[config.mk]
export PLATFORM = sky130hd
export DESIGN_NAME = melody_sequencer
export DESIGN_NICKNAME = d
export VERILOG_FILES = /design/src/rtl/melody_sequencer.sv
export SDC_FILE = /design/constraint.sdc
export NUM_CORES = 1
export LEC_CHECK = 0
export CAP_MARGIN = 20
export CORE_AREA = 2 2 116 84
export CTS_CLUSTER_SIZE = 40
export DETAILED_ROUTE_END_ITERATION = 8
export DIE_AREA = 0 0 118 86
export PLACE_DENSITY = 0.72
export RECOVER_POWER = 100
export SYNTH_ARGS = -nofsm -noshare
export SYNTH_HDL_FRONTEND = slang
export SYNTH_SLANG_ARGS = --single-unit
[constraint.sdc]
create_clock -name clk -period 8 [get_ports clk]
set_input_delay 0.8 -clock clk [delete_from_list [all_inputs] [get_ports clk]]
set_output_delay 0.8 -clock clk [all_outputs]
set_load 0.02 [all_outputs]
[src/rtl/melody_sequencer.sv]
// Purpose : debounce a raw active-low button and, on each press, play an 8-note
//           melody from ROM as (half period, tone enable) for the buzzer stage.
// Latency : press to tone_en high is DEBOUNCE_CYCLES + 3 edges; outputs registered.
// Backpressure: none; the buzzer stage consumes the outputs every cycle.
// Ports   : clk, rst (sync, active high), btn_n (raw, async), loop_en;
//           tone_half_period[15:0], tone_en, busy, note_idx[2:0].
module melody_sequencer #(
  parameter int unsigned DEBOUNCE_CYCLES = 270000,
  parameter int unsigned NOTE_TICKS      = 2700000,
  parameter int unsigned GAP_CYCLES      = 270000
) (
  input  logic        clk,
  input  logic        rst,
  input  logic        btn_n,
  input  logic        loop_en,
  output logic [15:0] tone_half_period,
  output logic        tone_en,
  output logic        busy,
  output logic [2:0]  note_idx
);

  typedef enum logic [1:0] {IDLE, PLAY, GAP} state_t;

  localparam logic [31:0] DB_LAST  = 32'(DEBOUNCE_CYCLES) - 32'd1;
  localparam logic [31:0] NT       = 32'(NOTE_TICKS);
  localparam logic [31:0] GAP_LAST = (GAP_CYCLES == 0) ? 32'd0 : 32'(GAP_CYCLES) - 32'd1;
  localparam logic        HAS_GAP  = (GAP_CYCLES != 0);

  // Melody ROM: C5..C6 scale, half periods in 27 MHz cycles.
  function automatic logic [15:0] rom_hp(input logic [2:0] i);
    case (i)
      3'd0:    rom_hp = 16'd25800;
      3'd1:    rom_hp = 16'd22985;
      3'd2:    rom_hp = 16'd20478;
      3'd3:    rom_hp = 16'd19328;
      3'd4:    rom_hp = 16'd17220;
      3'd5:    rom_hp = 16'd15341;
      3'd6:    rom_hp = 16'd13667;
      default: rom_hp = 16'd12900;
    endcase
  endfunction

  function automatic logic [31:0] rom_dur(input logic [2:0] i);
    rom_dur = (i == 3'd7) ? 32'd2 : 32'd1;
  endfunction

  // Counter load value: the counter runs from dur*NOTE_TICKS-1 down to 0.
  function automatic logic [31:0] note_last(input logic [2:0] i);
    note_last = rom_dur(i) * NT - 32'd1;
  endfunction

  // ---------------- input path ----------------
  logic        sync1, sync2;
  logic        btn_db, btn_db_d;
  logic [31:0] db_cnt;
  logic        press;

  always_ff @(posedge clk) begin
    if (rst) begin
      sync1    <= 1'b1;
      sync2    <= 1'b1;
      btn_db   <= 1'b1;
      btn_db_d <= 1'b1;
      db_cnt   <= '0;
    end else begin
      sync1    <= btn_n;
      sync2    <= sync1;
      btn_db_d <= btn_db;
      if (sync2 == btn_db) begin
        db_cnt <= '0;
      end else if (db_cnt == DB_LAST) begin
        btn_db <= sync2;
        db_cnt <= '0;
      end else begin
        db_cnt <= db_cnt + 32'd1;
      end
    end
  end

  // One-cycle pulse on the debounced falling edge only; releases are ignored.
  assign press = btn_db_d & ~btn_db;

  // ---------------- sequencer FSM ----------------
  state_t      state, state_n;
  logic [2:0]  idx, idx_n;
  logic [31:0] cnt, cnt_n;

  always_ff @(posedge clk) begin
    if (rst) begin
      state            <= IDLE;
      idx              <= '0;
      cnt              <= '0;
      tone_en          <= 1'b0;
      tone_half_period <= '0;
      busy             <= 1'b0;
      note_idx         <= '0;
    end else begin
      state            <= state_n;
      idx              <= idx_n;
      cnt              <= cnt_n;
      // Outputs are registered from the next-state values so they change on
      // the same edge as the state itself.
      tone_en          <= (state_n == PLAY) && (rom_hp(idx_n) != 16'd0);
      tone_half_period <= (state_n == IDLE) ? 16'd0 : rom_hp(idx_n);
      busy             <= (state_n != IDLE);
      note_idx         <= idx_n;
    end
  end

  always_comb begin
    state_n = state;
    idx_n   = idx;
    cnt_n   = cnt;
    case (state)
      IDLE: begin
        if (press) begin
          state_n = PLAY;
          idx_n   = 3'd0;
          cnt_n   = note_last(3'd0);
        end
      end
      PLAY: begin
        if (cnt != 32'd0) begin
          cnt_n = cnt - 32'd1;
        end else if (HAS_GAP) begin
          state_n = GAP;
          cnt_n   = GAP_LAST;
        end else if (idx != 3'd7) begin
          state_n = PLAY;
          idx_n   = 3'(idx + 3'd1);
          cnt_n   = note_last(3'(idx + 3'd1));
        end else if (loop_en) begin
          state_n = PLAY;
          idx_n   = 3'd0;
          cnt_n   = note_last(3'd0);
        end else begin
          state_n = IDLE;
        end
      end
      GAP: begin
        if (cnt != 32'd0) begin
          cnt_n = cnt - 32'd1;
        end else if (idx != 3'd7) begin
          state_n = PLAY;
          idx_n   = 3'(idx + 3'd1);
          cnt_n   = note_last(3'(idx + 3'd1));
        end else if (loop_en) begin
          state_n = PLAY;
          idx_n   = 3'd0;
          cnt_n   = note_last(3'd0);
        end else begin
          state_n = IDLE;
        end
      end
      default: state_n = IDLE;
    endcase
    // A press while playing aborts, overriding whatever else was decided.
    if (press && (state != IDLE)) begin
      state_n = IDLE;
    end
  end

endmodule

; ---- Word level (Yosys, flattened, before mapping)
; Cells that the tools add are included.
; Widths: inputs -> output; s select.
[word_totals]
regBits = 91
latch_bits = 0
ram_bits = 0
rom_bits = 0
inputBits = 4
out_inout_bits = 21
memories = 0
[op_classes]
addsub = 4
multipliers = 1
n_div = 0
order_cmp = 0
n_eq_ne = 15
shift = 0
n_mux = 21
bitwise = 3
n_reduce_logical = 14
[op_table]
columns = cell, count
row1 = $mux 32, 5
row2 = $pmux 15 s7, 1
row3 = $pmux 32 s3, 1
row4 = $add 32x1->32 const B, 1
row5 = $eq 32x19->1 const B, 1
row6 = $reduce_bool 32->1, 1
row7 = $sub 32x1->32 const B, 1
row8 = $sub 24x1->25 const B, 1
row9 = $mul 2x17->19 const B, 1
row10 = $mux 16, 1
row11 = $reduce_bool 16->1, 1
row12 = $eq 3x3->1 const B, 4
row13 = $mux 3, 4
row14 = $mux 2, 5
row15 = $eq 3x2->1 const B, 2
row16 = $pmux 2 s3, 1
row17 = $pmux 3 s2, 1
row18 = $eq 2x1->1 const B, 2
row19 = $logic_not 2->1, 2
row20 = $ne 4x4->1 const B, 1
row21 = $reduce_bool 2->1, 2
row22 = $add 3x1->3 const B, 1
row23 = $eq 3x1->1 const B, 1
row24 = $logic_not 3->1, 1
row25 = other kinds (13), 16

; ---- Longest topological paths before layout
; Gate-level depths: netlist of the first run.
[logic_depth]
depth_word = 9
mapped_depth = 12
ltp_nobuf = 9

; ---- Worst setup path after synthesis of the first run
; No wires, ideal clock.
[synth_path]
kind = register to register
from = register cnt[0]
to = register tone_half_period[7]
setup_ns = 0.124
arrival_time_ns = 2.533
t_required_ns = 7.876
slack_ns = 5.343
stages_incl_launch_ff = 13
path_buffers = 3
period_less_slack_ns = 2.657
cell_sequence = dfxtp_1 inv_1 ha_1 or3b_2 clkbuf_1 nor4b_2 and3_1 buf_4 nor3_1 o21ai_0 o21a_1 buf_4 a21oi_1
[synth_between]
elab_chain_len = 6
elab_cells_between_ends = 17
cone_classes = eq/ne (6) / mux (7) / reduce/logical (4)
[synth_lines]
columns = element, line
row1 = "start, declared", 86  ; logic [31:0] cnt, cnt_n;
row2 = "start signal, assigned", 100  ; cnt <= cnt_n;
row3 = $reduce_bool 32->1 (*), "123, 141"
row4 = branches (longest 5 deep; another with $pmux 15 s7), -
row5 = "end signal, assigned", 104  ; tone_half_period <= (state_n == IDLE) ? 16'd0 : rom_hp(idx_n);
row6 = "end, declared", 16  ; output logic [15:0] tone_half_period,
; Every way passes the cells marked *.
; A chain may end at the register's enable or synchronous reset.

; ---- Worst setup path in the final report of the first run
[layout_path]
from = register cnt[0]
to = register cnt[17]
[layout_between]
elab_chain_len = 3
elab_cells_between_ends = 7
cone_classes = add/sub (1) / eq/ne (1) / mux (3) / reduce/logical (2)
[layout_lines]
columns = element, line
row1 = $sub 32x1->32 / $reduce_bool 32->1 (equally long branches), -
row2 = $mux 32 (tied with other cells), 141  ; if (cnt != 32'd0) begin
row3 = $pmux 32 s3 / $reduce_and 3->1 (equally long branches), -
; Parallel ways exist; a longest one is shown, timed or not.

==> results of run 1 <==
routing by layer:
layer | global-route usage [%] | share of wire, %
met1 | 29.2 | 48
met2 | 31.4 | 43
met3 | 5.05 | 7.5
met4 | 7.34 | 1.5
met5 | 0 | 0
worst max-delay path, cell delays in order (launching register included):
cell and delay, ns:
dfxtp_1 0.33, inv_1 0.09, ha_1 0.19, or3b_2 0.55
nor4b_1 0.78, nand4_1 0.33, o21ai_0 1.68, nor2_1 0.45
o21ai_0 0.26, a21oi_1 0.09
power groups by stage:
stage	clock, mW	combinational (mW)	sequential (mW)
after floorplan	0	0.336	0.490
after global placement	0	0.421	0.488
after detailed placement	0	0.422	0.489
after CTS	0.447	0.428	0.478
after global routing	0.464	0.473	0.481
final	0.437	0.436	0.479
per-stage QoR:
step	hold WS (ns)	utilization (%)	worst slack, ns	instances	cell area, sq um
after floorplan	0.389	-	5.34	543	4420
after global placement	0.397	52.7	4.77	670	4720
after detailed placement	0.400	52.7	4.72	670	4720
after CTS	0.416	56.2	4.65	686	5030
after global routing	0.430	55.8	2.85	687	5000
final	0.411	55.8	3.07	687	5000
cells in the final DEF, fill, tap and decap left out, types with 3 or more instances in the layout:
master,n
or4_1,7
or3_1,9
xor2_1,24
dlygate4sd3_1,21
nor4_1,17
nor3_1,22
nand2b_1,5
a21oi_1,42
a21o_1,3
o31ai_1,5
nand3_1,23
clkbuf_16,9
xnor2_1,16
a31oi_1,3
a211oi_1,3
inv_1,13
o22ai_1,7
ha_1,10
and3_1,6
or2_2,6
nor2_1,90
nand4_1,10
nand2_1,36
nor2b_1,5
dfxtp_1,90
o21ai_0,33
path summary, 6_finish.rpt:
| check | startpoint | end |
|---|---|---|
| setup reg to reg | cnt[0] | cnt[17] |
| hold / removal | sync1 | sync2 |
| hold reg to reg | sync1 | sync2 |
| setup / recovery | cnt[0] | cnt[17] |
state kept, by name, indices dropped and copies added (netlist names):
| signal | flops |
|---|---|
| db_cnt | 32 |
| tone_half_period | 15 |
| sync1 | 1 |
| cnt | 32 |
| state | 2 |
| btn_db | 1 |
| btn_db_d | 1 |
| sync2 | 1 |
| tone_en | 1 |
| idx | 3 |
| busy | 1 |
cell type report:
cell class	count	area, sq um	share of cell area (%)
multi-input cells	418	2440	48.8
flip-flops and latches	90	1800	36.0
repair buffers	26	245	4.90
clock buffers	9	225	4.50
well taps	124	155	3.10
clock inverters	7	85.1	1.70
inverters	13	48.8	0.975
logic make-up (layout without fill, tap and decap cells):
family | Yosys count | after routing | synth area share [%]
AND/OR/NAND/NOR | 254 | 254 | 29.6
other | 1 | 1 | 0.0848
adder cells (fa/ha/maj) | 10 | 10 | 2.83
AO/OA/AOI/OAI | 111 | 111 | 15.0
multiplexers | 2 | 2 | 0.509
XOR/XNOR | 40 | 40 | 7.92
flip-flops | 90 | 90 | 40.7
buffers and inverters | 35 | 55 | 3.37
==> impl_metrics.json, run 1 <==
{
  "status": "complete, but fails checks",
  "violations": "max-capacitance violations, max-slew violations",
  "drv_cap": 2,
  "fmax_ghz": 0.203,
  "htreeDepth": 3,
  "synth_area_leaders": "dfxtp_1, nor2_1, a21oi_1",
  "intPower_mw": 0.852,
  "synth_top_area_share_pct": 40.7,
  "pwr-share-clk_pct": 32.3,
  "ys_types": 58,
  "cts_tree": "done",
  "antenna_found_initial": 0,
  "start_kind": "register",
  "syn_nets": 557,
  "layout_worst_path_cycle_share_pct": 61.7,
  "diodes": 0,
  "syn_area_sq_um": 4420,
  "start_util_pct": 49.4,
  "grt_setup_unrepaired": "no",
  "relSlewSlack_pct": -43.7,
  "clk_pin_slew_ns": 0.07,
  "syn_inst": 543,
  "postCtsSetupBuffers": 0,
  "synthFlopType": "dfxtp_1",
  "drc": 0,
  "finClkSkew_ns": 0.0123,
  "async_flop_share_pct": 0,
  "slew_viol_final": 57,
  "synth_seq_cells": 90,
  "wl_per_cell_um": 14.9,
  "grt_usage_pct": 20.8,
  "synth-edff-count": 0,
  "portBuffers": 23,
  "dieArea_sq_um": 10100,
  "hold_violations": 0,
  "cts_buffers": 9,
  "cts_resized": 0,
  "grt_pass1_wl_um": 17100,
  "whs_path_depth": 1,
  "drt_iter0_drc": 361,
  "num_vias": 4005,
  "power_frac_comb_pct": 32.3,
  "nets": 572,
  "leakagePower_nw": 1.90,
  "clk_path_buf_depth": 2,
  "first_pass_iters": 5,
  "tightest_slew_ns": 2.13,
  "synth_common_cells": "dfxtp_1, nor2_1, a21oi_1, nand2_1, o21ai_0",
  "setup_violations": 0,
  "min_period_ns": 4.93,
  "grt-ovfl-total": 0,
  "ioPinCount": 25,
  "fill_cells": 837,
  "grt_max_degree": 38,
  "synth_area_leader_cell": "dfxtp_1",
  "syn_to_final_growth_pct": 13.1,
  "critPathKind": "reg2reg",
  "clk_latency_ns": 0.34,
  "numClockSinks": 90,
  "crit_fanout": 18,
  "drive_above_1_share_pct": 5.68,
  "die_h_um": 86,
  "synth.avg_cell_area_sq_um": 8.15,
  "hold_buffers": 0,
  "rows": 29,
  "p_seq_share_pct": 35.4,
  "p_sw_share_pct": 37.0,
  "p_switching_mw": 0.501,
  "synth-seq-area-share_pct": 40.7,
  "drt_wl_total_um": 10200,
  "viasPerCell": 5.83,
  "r2r_slack_ns": 3.07,
  "dp_hpwl_um": 7050,
  "postRouteAntennaNets": 0,
  "core_sq_um": 8960,
  "cts_root_buffer": "clkbuf_16",
  "peakVddDrop_mv": 0.146,
  "hp-class": "reg2reg",
  "finalSetupTns_ns": 0,
  "power_mw": 1.35,
  "arrival_ns": 5.09,
  "critPathRequiredTime_ns": 8.15,
  "rr_worst_depth": 9,
  "die_w_um": 118,
  "grt_pass1_vias": 3582,
  "endpoint_kind": "register",
  "synth_warnings": 0,
  "globalplace.congestion": 0.946,
  "p_per_area_nw_per_um2": 270
}
Note: power is estimated with default switching activity, not from simulation.
==> inputs of run 2 (changes only) <==
Clock period 8 ns to 4.95 ns, I/O delays scaled along.
==> run 2 against run 1 <==
Net effect:
- the run now ends clean
- maximum frequency increased by 38%
- hold slack gained 0.0046 ns
- highest routed layer unchanged
- clock power up 66%
- sequential share of layout area decreased by 0.063 points
==> impl_metrics.json, run 2 (synthesis gave the netlist of run 1 again) <==
{
  "fmax_ghz": 0.279,
  "slew_viol_final": 0,
  "tightest_slew_ns": 1.23,
  "p_per_area_nw_per_um2": 439,
  "grt_pass1_wl_um": 17300,
  "nets": 572,
  "die_w_um": 118,
  "hold_violations": 0,
  "drc": 0,
  "grt_max_degree": 33,
  "endpoint_kind": "register",
  "viasPerCell": 5.84,
  "cts_resized": 0,
  "grt-ovfl-total": 0,
  "start_util_pct": 49.4,
  "layout_worst_path_cycle_share_pct": 72.4,
  "relSlewSlack_pct": 17.9,
  "start_kind": "register",
  "setup_violations": 0,
  "reg_top3": "cnt (32), db_cnt (32), tone_half_period (15)",
  "hold_buffers": 0,
  "clk_latency_ns": 0.35,
  "ioPinCount": 25,
  "antenna_found_initial": 0,
  "syn_to_final_growth_pct": 13.3,
  "globalplace.congestion": 0.960,
  "diodes": 0,
  "dp_hpwl_um": 7050,
  "crit_fanout": 18,
  "grt_usage_pct": 20.9,
  "leakagePower_nw": 1.91,
  "postRouteAntennaNets": 0,
  "min_period_ns": 3.58,
  "critPathKind": "reg2reg",
  "cts_tree": "done",
  "rows": 29,
  "crit_family": "simple AND/OR/NAND/NOR gates",
  "peakVddDrop_mv": 0.223,
  "grt_pass1_vias": 3601,
  "drt_iter0_drc": 368,
  "drv_cap": 0,
  "num_vias": 4011,
  "numClockSinks": 90,
  "finalSetupTns_ns": 0,
  "status": "finished, final reports clean",
  "path_buf_inv": 1,
  "clk_path_buf_depth": 2,
  "dieArea_sq_um": 10100,
  "finClkSkew_ns": 0.0105,
  "die_h_um": 86,
  "max_stage_delay_ns": 0.73,
  "most-common-layout-cells": "nor2_1, dfxtp_1, a21oi_1",
  "drt_wl_total_um": 10200,
  "portBuffers": 23,
  "arrival_ns": 3.77,
  "clk_pin_slew_ns": 0.07,
  "wl_per_cell_um": 14.9,
  "postCtsSetupBuffers": 0,
  "core_sq_um": 8960,
  "grt_setup_unrepaired": "no",
  "cts_buffers": 9,
  "cts_root_buffer": "clkbuf_16",
  "first_pass_iters": 5,
  "whs_ns": 0.416,
  "htreeDepth": 3,
  "critPathRequiredTime_ns": 5.14,
  "cp_slowest_cell": "o21ai_2",
  "drive_above_1_share_pct": 5.86,
  "hp-class": "reg2reg",
  "cp_cell_sequence": "inv_1, ha_1, or3b_2, nor4b_1, nand4_1, o21ai_2, nor2_1, o21ai_0, a21oi_1"
}
[run 2: cell types whose count changed in the layout (fill, tap and decap cells not counted)]
cell        change
o21ai_0         -1
o21ai_2         +1
inv_8           +1
clkinvlp_4      -2
clkinv_4        +1
[run 2: stage by stage]
stage	instance area [sq um]	utilization, %	cells	setup WS (ns)	power, mW
2_1_floorplan	4420	-	543	2.29	1.34
3_3_place_gp	4720	52.7	670	1.68	1.47
3_5_place_dp	4720	52.7	670	1.59	1.47
4_1_cts	5040	56.2	686	1.57	2.20
5_1_grt	5010	55.9	687	1.09	2.30
6_report	5010	55.9	687	1.37	2.20
[run 2: metal layers]
layer	global-route usage, %	up-vias	wire, um
met5	0	-	0
met4	9.31	0	146
met3	5.52	15	884
met2	30.5	177	4360
met1	29.0	1866	4830
li1	-	1953	-
[run 2: path summary, 6_finish.rpt]
check / startpoint / slack, ns / to / depth (start not counted)
hold / removal: sync1 / 0.42 / sync2 / 1
setup reg to reg: cnt[0] / 1.37 / cnt[22] / 9
hold reg to reg: sync1 / 0.42 / sync2 / 1
setup / recovery: cnt[0] / 1.37 / cnt[22] / 9
[run 2: final cells by class]
cell class | instances | area, sq um
fill | 827 | 3950
clock inverter | 7 | 90.1
timing repair buffer | 26 | 245
clock buffer | 9 | 225
tap | 124 | 155
multi-input combinational | 418 | 2450
inverter | 13 | 48.8
sequential | 90 | 1800
[run 2: power by group]
part	leakage (nW)	total, mW	switching, mW	internal (mW)
clock	0.156	0.724	0.318	0.406
sequential	0.725	0.773	0.0249	0.748
combinational	1.03	0.705	0.478	0.227
total	1.91	2.20	0.821	1.38
==> inputs of run 3 (changes only) <==
Clock period 4.95 ns to 3.75 ns, I/O delays scaled along.
==> run 3 against run 2 <==
Net effect:
- the run now ends with max-capacitance violations, max-slew violations left
- non-clock buffer count is 5 higher
- sequential power up 32%
- power up 29%
- critical path depth is 1 higher
- final area increased by 0.12%
- register-to-register slack worse by 0.79 ns
- clock power is 20% higher
- count of clock-buffer cells in the layout is the same
- critical endpoint is now cnt[31]
==> impl_metrics.json, run 3 (synthesis gave the netlist of run 1 again) <==
{
  "wl_per_cell_um": 15.1,
  "first_pass_iters": 5,
  "min_period_ns": 3.18,
  "power_mw": 2.85,
  "antenna_found_initial": 0,
  "clk_pin_slew_ns": 0.07,
  "dieArea_sq_um": 10100,
  "slew_viol_final": 38,
  "r2r_slack_ns": 0.57,
  "rr_startpoint": "cnt[0]",
  "layout_worst_path_cycle_share_pct": 84.7,
  "cts_resized": 0,
  "numClockSinks": 90,
  "rr_worst_depth": 10,
  "portBuffers": 23,
  "drv_cap": 1,
  "hold_buffers": 0,
  "endpoint_kind": "register",
  "drive_above_1_share_pct": 6.69,
  "critPathKind": "reg2reg",
  "wl_met3_um": 744,
  "crit_cells": 10,
  "rows": 29,
  "drt_wl_total_um": 10500,
  "grt_max_degree": 38,
  "diodes": 0,
  "cts_tree": "done",
  "drc": 0,
  "relSlewSlack_pct": -13.2,
  "grt_usage_pct": 21.4,
  "crit_path_start": "cnt[0]",
  "grt_pass1_vias": 3726,
  "crit_fanout": 13,
  "cp_cell_sequence": "inv_1, ha_1, or3b_2, nor4b_2, nand4_1, o21a_1, clkbuf_1, nand4_1, xor2_1, nor2_1",
  "reg2reg_to": "cnt[31]",
  "htreeDepth": 3,
  "nets": 577,
  "met1_length_um": 5150,
  "globalplace.congestion": 0.962,
  "violations": "max-capacitance violations, max-slew violations",
  "tightest_slew_ns": 1.70,
  "cp_slowest_cell": "or3b_2",
  "postRouteAntennaNets": 0,
  "finalSetupTns_ns": 0,
  "cp-endpoint": "cnt[31]",
  "cts_buffers": 9,
  "start_kind": "register",
  "reg_top3": "cnt (32), db_cnt (32), tone_half_period (15)",
  "most-common-layout-cells": "nor2_1, dfxtp_1, a21oi_1",
  "die_h_um": 86,
  "path_buf_inv": 2,
  "peakVddDrop_mv": 0.295,
  "hold_violations": 0,
  "drt_iter0_drc": 400,
  "worst_slack_ns": 0.573,
  "start_util_pct": 49.4,
  "fmax_ghz": 0.315,
  "syn_to_final_growth_pct": 13.4,
  "crit_family": "simple AND/OR/NAND/NOR gates",
  "die_w_um": 118,
  "dr_wl_met2_um": 4440,
  "grt_setup_unrepaired": "no",
  "status": "complete, but fails checks",
  "postCtsSetupBuffers": 0,
  "crit_top_cell": "nand4_1",
  "grt_pass1_wl_um": 17800,
  "top_layer": "met4",
  "num_vias": 3988,
  "clk_latency_ns": 0.35,
  "setup_violations": 0,
  "cts_root_buffer": "clkbuf_16",
  "viasPerCell": 5.76,
  "finClkSkew_ns": 0.0130,
  "clk_path_buf_depth": 2,
  "grt-ovfl-total": 0,
  "max_stage_delay_ns": 0.54,
  "hp-class": "reg2reg",
  "pre_cts_slack_ns": 0.650,
  "core_sq_um": 8960,
  "critPathRequiredTime_ns": 3.98,
  "arrival_ns": 3.41,
  "dp_hpwl_um": 7330,
  "p_per_area_nw_per_um2": 567,
  "leakagePower_nw": 1.91,
  "ioPinCount": 25
}
==> run 3: final cells by class <==
class	count	area, sq um
clock buffer	9	225
clock inverter	7	60.1
inverter	13	48.8
fill	833	3940
tap	124	155
sequential	90	1800
timing repair buffer	31	277
multi-input combinational	418	2450
==> run 3: worst min path at each step <==
stage	start	to	slack (ns)	depth (start not counted)
2_1_floorplan	sync1	sync2	0.39	1
3_3_place_gp	sync1	sync2	0.39	1
3_5_place_dp	sync1	sync2	0.41	1
4_1_cts	sync1	sync2	0.43	1
5_1_grt	sync1	sync2	0.46	1
6_report	sync1	sync2	0.42	1
==> run 3: worst register-to-register path, stage by stage (launching register included) <==
cell,delay [ns]
dfxtp_1,0.34
inv_1,0.09
ha_1,0.19
or3b_2,0.54
nor4b_2,0.40
nand4_1,0.28
o21a_1,0.44
clkbuf_1,0.31
nand4_1,0.20
xor2_1,0.21
nor2_1,0.06
==> run 3: routing by layer <==
metal,up-vias,GRT usage (%)
li1,1968,-
met1,1860,30.1
met2,149,32.3
met3,11,5.45
met4,0,6.68
met5,-,0
==> run 3: through the flow <==
stage / hold WS [ns] / instance area, sq um / instances / utilization (%)
4_1_cts: 0.430 / 5050 / 692 / 56.4
3_3_place_gp: 0.394 / 4770 / 676 / 53.2
3_5_place_dp: 0.409 / 4770 / 676 / 53.2
2_1_floorplan: 0.389 / 4420 / 543 / -
6_report: 0.422 / 5020 / 692 / 56.0
5_1_grt: 0.457 / 5020 / 692 / 56.0
==> run 3: power breakdown <==
| part | switching [mW] | internal [mW] | leakage [nW] |
|---|---|---|---|
| Clock | 0.407 | 0.459 | 0.131 |
| Combinational | 0.629 | 0.331 | 1.06 |
| Sequential | 0.0334 | 0.988 | 0.725 |
